## config.mk

```make
export PLATFORM = sky130hd
export DESIGN_NAME = cnt163_chain_flat
export DESIGN_NICKNAME = d
export VERILOG_FILES = /design/src/rtl/cnt163_pkg.sv /design/src/rtl/cnt163_if.sv /design/src/rtl/cnt163_slice.sv /design/src/rtl/cnt163_chain.sv /design/src/flat_wrapper.sv
export SDC_FILE = /design/constraint.sdc
export NUM_CORES = 1
export LEC_CHECK = 0
export ABC_AREA = 1
export CORE_MARGIN = 4
export CORE_UTILIZATION = 40
export DETAILED_ROUTE_END_ITERATION = 16
export GPL_TIMING_DRIVEN = 1
export HOLD_SLACK_MARGIN = 0.03
export MAX_ROUTING_LAYER = met4
export PLACE_DENSITY_LB_ADDON = 0.15
export REMOVE_ABC_BUFFERS = 1
export SETUP_SLACK_MARGIN = 0.2
export SKIP_LAST_GASP = 1
export SYNTH_ARGS = -nofsm -noshare
export SYNTH_HDL_FRONTEND = slang
export SYNTH_SLANG_ARGS = --single-unit
```

## constraint.sdc

```tcl
create_clock -name clk -period 1.4 [get_ports clk]
set_input_delay 0.14 -clock clk [delete_from_list [all_inputs] [get_ports clk]]
set_output_delay 0.14 -clock clk [all_outputs]
set_load 0.005 [all_outputs]
```

## src/rtl/cnt163_pkg.sv

```systemverilog
// Shared types and sizing helpers for the 163-style cascadable counter.
// The decoded operation enum is also used by verification models.
package cnt163_pkg;

  localparam int SLICE_W = 4;

  function automatic int cnt_w(input int nslice);
    return nslice * SLICE_W;
  endfunction

  // Priority-decoded operation for one clock edge, highest first.
  typedef enum logic [1:0] {
    OP_CLR,
    OP_LOAD,
    OP_CNT,
    OP_HOLD
  } cnt_op_e;

endpackage

```

## src/rtl/cnt163_if.sv

```systemverilog
// Control/data bundle of the counter chain; the counter is the slave side.
interface cnt163_if
  import cnt163_pkg::*;
#(
  parameter int NSLICE = 2
) ();

  localparam int W = cnt_w(NSLICE);

  logic              clr_n;
  logic              load_n;
  logic              enp;
  logic              ent;
  logic [W-1:0]      d;
  logic [W-1:0]      q;
  logic              rco;
  logic [NSLICE-1:0] slice_tc;
  logic              wrap;

  modport master (
    output clr_n, load_n, enp, ent, d,
    input  q, rco, slice_tc, wrap
  );

  modport slave (
    input  clr_n, load_n, enp, ent, d,
    output q, rco, slice_tc, wrap
  );

endinterface

```

## src/rtl/cnt163_slice.sv

```systemverilog
// One 4-bit counter slice: state register plus its next-state logic.
// tc4 reports the slice at all ones; ent gating is applied by the chain.
module cnt163_slice
  import cnt163_pkg::*;
(
  input  logic               clk,
  input  logic               rst_n,
  input  cnt_op_e            op,
  input  logic [SLICE_W-1:0] d4,
  input  logic               cin,
  output logic [SLICE_W-1:0] q4,
  output logic               tc4
);

  // NOTE: state registers use non-blocking assignments so every slice samples
  // the same pre-edge values; blocking here would make the cascade order-dependent.
  always_ff @(posedge clk) begin
    if (!rst_n) begin
      q4 <= '0;
    end else begin
      unique case (op)
        OP_CLR:  q4 <= '0;
        OP_LOAD: q4 <= d4;
        OP_CNT:  if (cin) q4 <= q4 + SLICE_W'(1);
        OP_HOLD: q4 <= q4;
        default: q4 <= q4;
      endcase
    end
  end

  assign tc4 = &q4;

endmodule

```

## src/rtl/cnt163_chain.sv

```systemverilog
// Cascade of NSLICE 163-style slices with single-cycle carry lookahead,
// so the whole W-bit counter advances in one clock.
module cnt163_chain
  import cnt163_pkg::*;
#(
  parameter int NSLICE = 2
) (
  input logic     clk,
  input logic     rst_n,
  cnt163_if.slave bus
);

  localparam int W = cnt_w(NSLICE);

  cnt_op_e           op;
  logic [NSLICE-1:0] tc4;
  logic [NSLICE-1:0] cin;
  logic [NSLICE-1:0] tc_chain;
  logic [W-1:0]      q_int;
  logic              wrap_q;

  // NOTE: assigning a default before the if-chain keeps this purely
  // combinational; a path that leaves op unassigned would infer a latch.
  always_comb begin
    op = OP_HOLD;
    if (!bus.clr_n)                op = OP_CLR;
    else if (!bus.load_n)          op = OP_LOAD;
    else if (bus.enp && bus.ent)   op = OP_CNT;
  end

  // Lookahead: slice i's terminal count is ent AND every slice 0..i at all ones.
  always_comb begin
    logic acc;
    tc_chain = '0;
    acc      = bus.ent;
    for (int i = 0; i < NSLICE; i++) begin
      acc         = acc & tc4[i];
      tc_chain[i] = acc;
    end
  end

  for (genvar i = 0; i < NSLICE; i++) begin : g_slice
    // enp & ent are already folded into OP_CNT, so slice 0 always has carry-in.
    if (i == 0) begin : g_lsb
      assign cin[i] = 1'b1;
    end else begin : g_upper
      assign cin[i] = tc_chain[i-1];
    end

    cnt163_slice u_slice (
      .clk   (clk),
      .rst_n (rst_n),
      .op    (op),
      .d4    (bus.d[i*SLICE_W +: SLICE_W]),
      .cin   (cin[i]),
      .q4    (q_int[i*SLICE_W +: SLICE_W]),
      .tc4   (tc4[i])
    );
  end

  always_ff @(posedge clk) begin
    if (!rst_n) wrap_q <= 1'b0;
    else        wrap_q <= (op == OP_CNT) && (&q_int);
  end

  assign bus.q        = q_int;
  assign bus.slice_tc = tc_chain;
  assign bus.rco      = tc_chain[NSLICE-1];
  assign bus.wrap     = wrap_q;

endmodule

```

## src/flat_wrapper.sv

```systemverilog
// flat-port wrapper written by rule: the top's interface ports become plain ports
module cnt163_chain_flat import cnt163_pkg::*;
#(
  parameter int NSLICE = 2
)
  (clk, rst_n, bus_clr_n, bus_load_n, bus_enp, bus_ent, bus_d, bus_q, bus_rco, bus_slice_tc, bus_wrap);
  cnt163_if #(.NSLICE(NSLICE)) bus_i ();
  input logic clk;
  input logic rst_n;
  input wire logic [$bits(bus_i.clr_n)-1:0] bus_clr_n;
  input wire logic [$bits(bus_i.load_n)-1:0] bus_load_n;
  input wire logic [$bits(bus_i.enp)-1:0] bus_enp;
  input wire logic [$bits(bus_i.ent)-1:0] bus_ent;
  input wire logic [$bits(bus_i.d)-1:0] bus_d;
  output wire logic [$bits(bus_i.q)-1:0] bus_q;
  output wire logic [$bits(bus_i.rco)-1:0] bus_rco;
  output wire logic [$bits(bus_i.slice_tc)-1:0] bus_slice_tc;
  output wire logic [$bits(bus_i.wrap)-1:0] bus_wrap;
  assign bus_i.clr_n = bus_clr_n;
  assign bus_i.load_n = bus_load_n;
  assign bus_i.enp = bus_enp;
  assign bus_i.ent = bus_ent;
  assign bus_i.d = bus_d;
  assign bus_q = bus_i.q;
  assign bus_rco = bus_i.rco;
  assign bus_slice_tc = bus_i.slice_tc;
  assign bus_wrap = bus_i.wrap;
  cnt163_chain #(.NSLICE(NSLICE)) u_core (.clk(clk), .rst_n(rst_n), .bus(bus_i));
endmodule
```

==> results of run 1 <==
## critical path, delay by kind of cell, from the launching register on
family,cells,cell delay [ns]
adders and majority gates,1,0.14
and+or+nand+nor,2,0.21
buffers and inverters,1,0.13
DFF,1,0.36
## registers in the layout, summed over array words and instances (netlist names)
name                       cells
u_core.g_slice.u_slice.q4      8
u_core.bus.wrap                1
## metrics by stage
stage	std cells	utilization, %	area [um2]	hold slack [ns]
6_report	146	74.8	1010	0.419
2_1_floorplan	88	-	574	0.261
3_5_place_dp	140	69.1	933	0.501
3_3_place_gp	140	69.1	933	0.493
5_1_grt	146	74.8	1010	0.433
4_1_cts	146	74.5	1010	0.419
## report_power, final
part	total (W)	internal (W)	switching, W
clock	0.000203	0.000110	0.0000934
combinational	0.000184	0.000102	0.0000826
sequential	0.000285	0.000272	0.0000130
total	0.000673	0.000484	0.000189
## metal layers
layer / share of wire [%] / vias to the layer above / track usage (%)
li1: - / 377 / -
met1: 42 / 358 / 24.5
met2: 49 / 31 / 35.4
met3: 7.7 / 4 / 5.86
met4: 0.79 / 0 / 5.11
met5: 0 / - / -
## how the worst max path moves through the flow
stage,start,endpoint,cells past startpoint
global route,u_core.g_slice[0].u_slice.q4[1]$_SDFFE_PN0P_,bus_slice_tc[1],4
CTS,u_core.g_slice[0].u_slice.q4[1]$_SDFFE_PN0P_,bus_slice_tc[1],4
finish,u_core.g_slice[0].u_slice.q4[1]$_SDFFE_PN0P_,bus_slice_tc[1],4
floorplan,u_core.g_slice[0].u_slice.q4[0]$_SDFFE_PN0P_,u_core.g_slice[1].u_slice.q4[0]$_SDFFE_PN0P_,8
detailed placement,bus_ent,bus_slice_tc[1],4
global placement,bus_ent,bus_rco,4
## layout make-up
cell class,instances,share of cell area [%]
sequential,9,18.7
multi-input combinational,72,40.8
clock buffer,4,2.60
inverter,7,2.73
tap,15,1.86
timing repair buffer,39,33.3
## kinds of logic after synthesis
family	Yosys count	share of synthesized area [%]
AND/OR/NAND/NOR	58	46.5
AO/OA/AOI/OAI	12	10.9
buffers and inverters	10	8.00
flip-flops	9	30.3
adder cells (fa/ha/maj)	2	4.21
## synthesized netlist by cell type, drive strengths merged
cell / count
a21oi: 3
nor3: 1
nor2: 16
nand3b: 3
nand3: 5
o21ai: 7
nand2: 28
inv: 6
ha: 2
clkinv: 1
buf: 3
dfxtp: 9
or2: 1
nand4: 4
o21a: 2
## cell usage in the layout (no fill, tap or decap)
cell type | synthesis | routed
clkdlybuf4s50_1 | 0 | 13
nor3_1 | 1 | 1
o21ai_1 | 0 | 1
dfxtp_1 | 9 | 2
nand3_2 | 0 | 2
nor2_4 | 1 | 1
clkbuf_1 | 0 | 1
or2_4 | 0 | 1
buf_4 | 2 | 12
nand4_1 | 4 | 4
nand3b_1 | 3 | 3
inv_2 | 1 | 1
nor2_2 | 1 | 3
ha_4 | 0 | 2
clkinv_2 | 1 | 1
a21oi_1 | 3 | 3
o21ai_0 | 7 | 6
o21a_1 | 2 | 2
nand3_1 | 5 | 3
buf_6 | 0 | 2
dlygate4sd2_1 | 0 | 9
buf_2 | 1 | 3
nand2_2 | 4 | 5
inv_1 | 5 | 5
nand2_4 | 1 | 1
nor2_1 | 14 | 12
clkbuf_4 | 0 | 3
dfxtp_2 | 0 | 7
nand2_1 | 23 | 22
## what timing repair did
action | CTS | global route
buffers inserted | 2 | 0
hold endpoints to repair | 0 | 0
endpoints found under the setup margin | 16 | 8
resized for setup | 36 | 5
pin swaps | 6 | 2
==> summary by stage, run 1 <==
Worst setup path
The worst setup path is launched from a register. On the worst path, the slowest cell contributes a delay of 0.36 ns. The worst register-to-register path begins at u_core.g_slice[0].u_slice.q4[1]$_SDFFE_PN0P_.

The worst setup path is captured at an output pin. Walking the worst path, the cells encountered are ha_4 -> nand4_1 -> nor2_1 -> buf_2. The endpoint identified for the worst register-to-register timing path is u_core.g_slice[1].u_slice.q4[3]$_SDFFE_PN0P_. The worst-case register-to-register setup slack is roughly 0.16 ns. The highest fanout seen on the critical path is 2. STA puts the critical path data required time at about 1.3 ns. The slowest cell on the critical path is dfxtp_2.

The number of cells on the worst reg-to-reg path is 9. Data on the critical path arrives at its endpoint at around 1.1 ns. The worst setup path is of the register to output pin kind.

Drt
The total vias in the final route is 770. The per-cell routed wire length is 13.0 um. The remaining antenna violation count after routing is 0.

The first detailed-routing pass took 4 iterations. Using the TritonRoute via totals, the vias-per-cell ratio works out to approximately 5.3. The initial DRC count is 20. The DRC violation count after routing is 0. The post-detailed-routing wire length is roughly 1900 um.

Job
The tool flagged a number of max-cap violations equal to 0.

Global route
The initial antenna violation count is 0. The global-route total usage across every layer is between 20% and 30%. Entering global routing, the biggest net connects 10 pins. The wire length of the first global-routing pass is ~3100 um.

The number of global-route vias before repair came to 739. Summed over all layers, the global routing overflow is 0.

STA
Setup repair after global routing could not meet its margin everywhere. The final count of hold timing violations is 0. The peak clock frequency supported by timing is roughly 800 MHz. The time the final worst path needs with I/O delays and setup is 1.25 ns.

The slack of the critical path is between 0.15 and 0.2 ns. For the final routed database, the setup TNS stands at 0 ns. The pin slew with the least headroom to its limit is ~0.3 ns. The post-route fraction of the period consumed by the critical path is between 80% and 90%.

The relative slew slack is around four fifths. Between clock sinks in the finished design, the worst skew comes to slightly below 0.0009 ns. The final-report setup violation count is 0. The count of pins over their slew limit is 0.

Min path
In this run the most critical hold path is launched from bus_d[1]. The class of the tightest hold or removal check is primary input to register. The cell count of the worst hold path is 3. The terminating pin of the worst hold path is u_core.g_slice[0].u_slice.q4[1]$_SDFFE_PN0P_.

Clock network
The TritonCTS sink count is 9. TritonCTS built the clock tree. The buffer type at the clock tree root is clkbuf_4. The clock-pin slew of the registers on the worst-case setup and hold paths is about 0.060 ns. The maximum buffer depth of the clock tree is 2. CTS built an H-tree with a depth of 1.

The TritonCTS buffer count is 3. The total of hold buffers inserted after clock tree synthesis is 0. The later pin in the worst-skew pair is clocked with a latency of roughly 0.26 ns.

Placed design
Once detailed placement completed, the half-perimeter wirelength came to approximately 1400 um. The count of buffers added on input and output ports is 25. The worst setup timing slack at the placement stage is -0.128 ns. The congestion estimate from routability-driven global placement came to approximately 0.75.

Synthesis
Yosys attributes the largest share of cell area to dfxtp_1 (30%), nand2_1 (15%), nor2_1 (8.8%). The number of synthesized register bits is 9. After synthesis, flip-flops and latches occupy between 30% and 40% of the total area. The cell type contributing the most total cell area after synthesis is dfxtp_1. The combined area of all synthesized cells is 594 um2. The post-synthesis area per instance is between 6 and 7 um2. In this run, distinct cell masters in the synthesized netlist total 21. Synthesis produced a netlist whose cell count is just over 90.

The total number of yosys warnings is 0. In this run the biggest area consumer among cell types represents a little under a third of the synthesized area.

Floorplan
In this run the core area contains 13 standard-cell rows. The core area is about 1400 um2. In this run the count of I/O pins placed on the die edge is 26.

The die covers 2170 um2. The die is around 47 um tall. The initial core utilization is 44.0%.

The overall die width is about 47 um.

Layout
After filler insertion, the fill cell instance count of the layout stands at ~120. The final net count is about 150. The number of diodes added for antenna fixing is 0. The multi-input logic area is between 400 and 500 um2. The fraction of layout cells with a size suffix above 1 is 33.6%.

From synthesis to final layout, the design area changed by 69.9%. In the final layout, flip-flops and latches occupy 189 um2.

Power
Summing internal, switching and leakage power gives ~0.00067 W. The power per cell area is between 600 and 700 nW/um2. In this run the static leakage power is between 0.4 and 0.5 nW. The worst IR drop on VDD is 0.402 mV.

Outcome
The run finished with clean final reports.
Note: power is estimated with default switching activity, not from simulation.
==> run 2, diff against run 1 <==
--- a/config.mk
+++ b/config.mk
@@ -7,7 +7,7 @@
 export LEC_CHECK = 0
 export ABC_AREA = 1
 export CORE_MARGIN = 4
-export CORE_UTILIZATION = 40
+export CORE_UTILIZATION = 36
 export DETAILED_ROUTE_END_ITERATION = 16
 export GPL_TIMING_DRIVEN = 1
 export HOLD_SLACK_MARGIN = 0.03
==> constraint.sdc (replaced) <==
create_clock -name clk -period 1 [get_ports clk]
set_input_delay 0.1 -clock clk [delete_from_list [all_inputs] [get_ports clk]]
set_output_delay 0.1 -clock clk [all_outputs]
set_load 0.005 [all_outputs]
==> run 2 against run 1 <==
  * The flow now finishes with violations (negative setup slack)
  * Sequential power rose by 39%
  * Clock power grew 43%
  * Total power rose by 55%
  * Worst hold slack worse by 0.027 ns
  * Setup slack got worse by 0.52 ns
  * First-iteration DRC count up 30%
  * Design area is 25% higher
  * Core utilization rose by 7.2 points
  * Wire length rose by 13%
  * Sequential cell count stayed put
  * Global-route usage down 4.2 points
  * Register-to-register slack worse by 0.39 ns
  * Largest cell class is now buffers
  * Largest power group unchanged
==> summary by stage, run 2 (synthesis gave the netlist of run 1 again) <==
Power
Power spread over the standard cell area amounts to approximately 830 nW/um2. The worst IR drop on VDD is 0.883 mV. Power comes to around 0.0010 W. In this run the static leakage power is a little over 0.6 nW.

Floorplan
Row generation in the floorplan step produced 14 rows. The initial utilization of the core area, before any placement, comes to around two fifths. The core region is between 1500 and 2000 um2.

The full die area is 2360 um2. Measured along the x axis, the die boundary spans between 40 and 50 um. The die height is about 50 um. The number of top-level design ports is 26.

STA
The relative slew slack is about four fifths. Counting I/O delays and the setup requirement, the final critical path takes between 1 and 1.5 ns. The count of pins over their slew limit is 0. The setup total negative slack is -2.33 ns. On the final layout, the worst clock skew is between 0.0003 and 0.0004 ns. Static timing analysis puts the maximum clock frequency at 733 MHz. Across all setup checks in the final design, the least slack found is -0.364 ns. Setup violations remaining at the end of the flow were counted as 16. The post-route fraction of the period consumed by the critical path is 136%.

Setup repair after global routing could not meet its margin everywhere. The final count of hold timing violations came to 0. At the pin with the least slew margin, the transition time is ~0.29 ns.

Layout
The number of diodes added for antenna fixing is 0. From synthesis to final layout, the design area changed by 113%. After the last flow step, the layout net total stands at approximately 160. The library cells used most frequently in the layout, excluding fill and tap cells, are buf_6 (24), nand2_1 (22), buf_4 (15), nor2_1 (11), clkdlybuf4s50_1 (11). The end-of-flow core utilization is 82.0%. The fraction of layout cells with a size suffix above 1 is between 50% and 60%. The number of flip-flops under the largest register name is 8.

The total non-filler cell area in the finished layout is 1260 um2. The library cell used most frequently in the layout, excluding fill and tap cells, is buf_6. The register with the highest flop count is u_core.g_slice.u_slice.q4.

Clock network
TritonCTS built the clock tree. At the later pin of the worst-skew pair, clock insertion delay measures 0.26 ns. For this design, the CTS-stage hold fixing added 0 buffers. The TritonCTS buffer count is 3.

The number of H-tree levels is 1. The TritonCTS sink count is 9. Clock-pin slew was measured on the worst setup and hold paths at 0.07 ns. The longest clock path from root to sink contains 2 buffers. The buffer type at the clock tree root is clkbuf_4.

Worst setup path
Counting stages on the worst path, the most repeated cell is buf_6. The signal on the critical path passes through ha_4 -> nand4_1 -> nor2_2 -> buf_4 -> buf_6 -> buf_6. At the worst endpoint, the arrival time is between 1 and 1.5 ns. The slowest cell on the critical path is dfxtp_4. The kind of cell with the highest combined delay along the critical path is flip-flops. The nature of the critical path endpoint is an output pin. The required time of the worst setup path is 0.90 ns. The category of the most critical setup path is register to output pin. The worst path buffer plus inverter count is 3. Along the worst path, the maximum fanout reaches 2. The launching element type of the critical path is a register.

The worst stage delay on the critical path is 0.37 ns.

Global route
The number of global-route vias before repair is 750. The aggregate global routing overflow is 0. The first global-routing pass estimated roughly 3200 um of wire. Entering global routing, the biggest net connects 10 pins.

The global-route total usage across every layer is between 10% and 20%. The initial antenna violation count is 0.

Job
The max capacitance violation total is 0.

Drt
For this run, the detailed router's first-pass iteration total came to 4. In the routed design, unresolved DRC markers number 0. For this block, the via count after detailed routing is 841. The detail route stage leaves a number of antenna-violating nets equal to 0.

The post-detailed-routing wire length is approximately 2100 um. The ratio of routed vias to standard cells is approximately 5.2. The initial DRC count is 26.

In the final routed layout, each cell accounts on average for around 13 um.

Placed design
In this run the cell area measured after placement is slightly below 1000 um2. The worst setup timing slack at the placement stage is -0.489 ns. After legalization and detailed placement, the total HPWL measured 1380 um. The number of port buffers is 25. The routability congestion estimate is between 0.8 and 0.9.

Outcome
The final reports fail on negative setup slack. The run finished, with violations left.

Min path
The class of the tightest hold or removal check is primary input to register.
[run 2: changes by cell type in the layout (fill, tap and decap cells not counted), sizes merged]
cell | before | now
dlygate4sd2 | 9 | 3
clkdlybuf4s50 | 13 | 11
buf | 17 | 41
[run 2: final timing paths]
path | cells after the start | end | slack, ns | startpoint
setup / recovery | 6 | bus_rco | -0.36 | u_core.g_slice[0].u_slice.q4[0]$_SDFFE_PN0P_
hold / removal | 3 | u_core.bus.wrap$_SDFF_PN0_ | 0.39 | bus_load_n
setup reg to reg | 7 | u_core.g_slice[1].u_slice.q4[2]$_SDFFE_PN0P_ | -0.23 | u_core.g_slice[1].u_slice.q4[1]$_SDFFE_PN0P_
hold reg to reg | 3 | u_core.bus.wrap$_SDFF_PN0_ | 0.59 | u_core.g_slice[1].u_slice.q4[2]$_SDFFE_PN0P_
[run 2: worst reg2reg max path, stage by stage, from the launching register on]
cell     delay (ns)
dfxtp_4        0.35
ha_4           0.17
buf_4          0.13
or2_4          0.22
nand3_2        0.07
nand2_1        0.05
nor2_1         0.09
nor2_1         0.05
[run 2: final cells by class]
class                      instances  area [um2]
clock buffer                       4        26.3
fill                             100         278
inverter                           7        31.3
multi-input combinational         72         462
sequential                         9         195
tap                               16        20.0
timing repair buffer              55         529
[run 2: timing repair]
action | in CTS | in global routing
resized for setup | 91 | 13
buffers inserted | 11 | 2
endpoints found under the setup margin | 21 | 20
gates cloned | 0 | 0
pin swaps | 13 | 6
[run 2: power breakdown]
part           switching (W)  internal (W)
clock network       0.000137      0.000154
logic               0.000148      0.000209
registers          0.0000184      0.000379
[run 2: per-stage QoR]
| step | instances | hold slack (ns) |
|---|---|---|
| after global routing | 163 | 0.402 |
| after global placement | 146 | 0.581 |
| final | 163 | 0.392 |
| after detailed placement | 146 | 0.579 |
| after floorplan | 88 | 0.221 |
| after CTS | 161 | 0.372 |
[run 2: routing by layer]
metal  vias up  wire length, um  track usage [%]
met5         -                0                -
met4         0               55             6.28
met3         8               83             3.68
met2        24             1100             26.5
met1       400              901             21.1
li1        409                -                -
==> run 3, diff against run 2 <==
--- a/config.mk
+++ b/config.mk
@@ -6,13 +6,14 @@
 export NUM_CORES = 1
 export LEC_CHECK = 0
 export ABC_AREA = 1
-export CORE_MARGIN = 4
 export CORE_UTILIZATION = 36
+export CTS_CLUSTER_DIAMETER = 60
 export DETAILED_ROUTE_END_ITERATION = 16
 export GPL_TIMING_DRIVEN = 1
 export HOLD_SLACK_MARGIN = 0.03
 export MAX_ROUTING_LAYER = met4
 export PLACE_DENSITY_LB_ADDON = 0.15
+export RECOVER_POWER = 50
 export REMOVE_ABC_BUFFERS = 1
 export SETUP_SLACK_MARGIN = 0.2
 export SKIP_LAST_GASP = 1
==> run 3 against run 2 <==
  * The run still ends with negative setup slack left
  * Combinational power shrank 2%
  * Clock power grew 2%
  * Critical path depth shrank 1
==> summary by stage, run 3 (synthesis gave the netlist of run 1 again) <==
Global route
The pin count of the biggest net entering global routing is 8. The initial antenna violation count was 0. The first global-routing pass estimated around 3300 um of wire. Global routing finished with a remaining overflow of 0. The number of global-route vias before repair is slightly below 800. Global routing used approximately a quarter of the available tracks across all layers.

Floorplan
The number of top-level design ports is 26. Once the floorplan was initialized, standard cells occupied between 30 and 40% of the core. The row count is 14. The die is between 40 and 50 um tall. The full die area is about 1800 um2.

The overall die width is about 43 um. After floorplanning, the core was sized to cover around 1500 um2.

Drt
The ratio of routed vias to standard cells is just under 5. The final layout contains routed wiring with a total length of around 2100 um. For this run, the detailed router's first-pass iteration total came to 4. The detail route stage leaves a number of antenna-violating nets equal to 0.

The total vias in the final route is 800. In the final routed layout, each cell accounts on average for 12.8 um. The detailed router finished its first iteration with 18 violations. For this run, design rule violations remaining after detail routing come to 0.

STA
Setup repair after global routing could not meet its margin everywhere. The slack of the critical path is -0.340 ns. The post-route fraction of the period consumed by the critical path is 134%. The relative slew slack is ~80%. The maximum clock skew at final layout is 0.00250 ns. At the pin with the least slew margin, the transition time is about 0.33 ns.

The final count of hold timing violations is 0. The worst path in the final design needs a cycle of about 1.3 ns, including I/O delays and setup. The final-report setup violation count is 14.

Summed over all failing endpoints, the final setup total negative slack is -2.83 ns. The final hold slack is approximately 0.36 ns. Timing would allow up to approximately 750 MHz. The count of pins over their slew limit is 0.

Outcome
The final reports fail on negative setup slack. The flow ran to the end, but the final reports show violations.

Layout
The number of diodes added for antenna fixing is 0. The register with the most flip-flops in the final layout is u_core.g_slice.u_slice.q4. Leaving out fill and tap cells, the most frequent cell in the layout is nand2_1. The final net count is around 160. The total non-filler cell area in the finished layout is 1220 um2. The register with the most flip-flops in the layout has 8 of them. The area overhead of the layout relative to synthesis is 105%. In the final layout, the share of cells above drive strength 1 is around half. At the end of the flow the core is filled with cells to 79.8%. In the layout the commonest cells are nand2_1 (22), buf_6 (20), buf_4 (17), nor2_1 (13), clkdlybuf4s50_1 (10).

Worst setup path
The number of cells traversed by the worst register-to-register path is 10. The worst-case register-to-register setup slack is -0.32 ns. The required time of the worst setup path is about 0.90 ns.

The reg-to-reg endpoint is u_core.g_slice[1].u_slice.q4[0]$_SDFFE_PN0P_. The worst setup path is launched from a register. The category of the most critical setup path is register to output pin. The launching point of the worst reg2reg path is u_core.g_slice[0].u_slice.q4[0]$_SDFFE_PN0P_. In this run the worst setup path begins at u_core.g_slice[0].u_slice.q4[0]$_SDFFE_PN0P_. In this run the worst setup path terminates at bus_rco.

The nature of the critical path endpoint is an output pin. The worst path arrival time is approximately 1.2 ns. Of all nets on the critical path, the largest fanout is 2.

Clock network
The clock passes through at most 2 buffers. TritonCTS created 3 clock buffers. The clock reaches the later pin of the worst-skew pair after ~0.28 ns. After clock tree synthesis, the clock-pin slew on the worst setup and hold paths is roughly 0.06 ns. TritonCTS built the clock tree.

The TritonCTS sink count is 9. The root buffer cell chosen for the clock tree is clkbuf_4. The number of H-tree levels is 1.

Placed design
The detailed placer's ending HPWL is 1260 um. During placement, the flow inserted port buffers numbering 25. Prior to clock tree synthesis, the placed netlist has a worst setup slack of -0.482 ns. The placed instance area is between 900 and 1000 um2. The routability congestion estimate is 0.783.

Power
VDD sags by at most between 0.8 and 0.9 mV. The static leakage is 0.601 nW. Dividing total power by cell area gives a power density of about 860 nW/um2.

Job
Max-cap violations in this run came to 0.

Min path
The worst hold path belongs to the class primary input to register.
## run 3: power by group
group          switching [W]  total [W]  leakage (nW)  internal (W)
logic               0.000145   0.000349         0.509      0.000204
registers          0.0000174   0.000399        0.0769      0.000382
clock network       0.000142   0.000296        0.0150      0.000155
total               0.000303    0.00104         0.601      0.000741
## run 3: stage by stage
stage | total power [W] | std cells
after CTS | 0.00102 | 162
after global routing | 0.00110 | 163
after global placement | 0.000651 | 147
final | 0.00104 | 163
after floorplan | 0.000492 | 88
after detailed placement | 0.000656 | 147
## run 3: worst min path at each step
stage	start	end	depth (start not counted)
after floorplan	rst_n	u_core.g_slice[1].u_slice.q4[1]$_SDFFE_PN0P_	2
after global placement	u_core.g_slice[1].u_slice.q4[2]$_SDFFE_PN0P_	u_core.bus.wrap$_SDFF_PN0_	3
after detailed placement	u_core.g_slice[1].u_slice.q4[2]$_SDFFE_PN0P_	u_core.bus.wrap$_SDFF_PN0_	3
after CTS	bus_load_n	u_core.bus.wrap$_SDFF_PN0_	3
after global routing	bus_load_n	u_core.bus.wrap$_SDFF_PN0_	3
final	bus_load_n	u_core.bus.wrap$_SDFF_PN0_	3
## run 3: worst max-delay path, cell delays in order (launching register included)
cell and delay (ns):
dfxtp_2 0.35, ha_4 0.14, nand4_1 0.12, buf_4 0.18, nor2_4 0.06, buf_2 0.11
## run 3: routing by layer
layer,part of all wire [%],GRT usage (%),routed length [um]
met5,0,-,0
met3,5.3,9.05,110
met4,1.3,7.50,27
met2,51,45.5,1060
met1,43,27.0,892
## run 3: cell type report
class                      instances  area [um2]
sequential                         9         190
clock buffer                       4        26.3
multi-input combinational         72         444
tap                               16        20.0
inverter                           7        31.3
fill                              95         308
timing repair buffer              55         504
## run 3: what timing repair did
action / CTS / global route
pin swaps: 13 / 5
endpoints found under the hold margin: 0 / 0
resized for setup: 87 / 10
buffers inserted: 11 / 1
gates cloned: 0 / 0
hold buffers: 0 / 0
endpoints found under the setup margin: 21 / 21
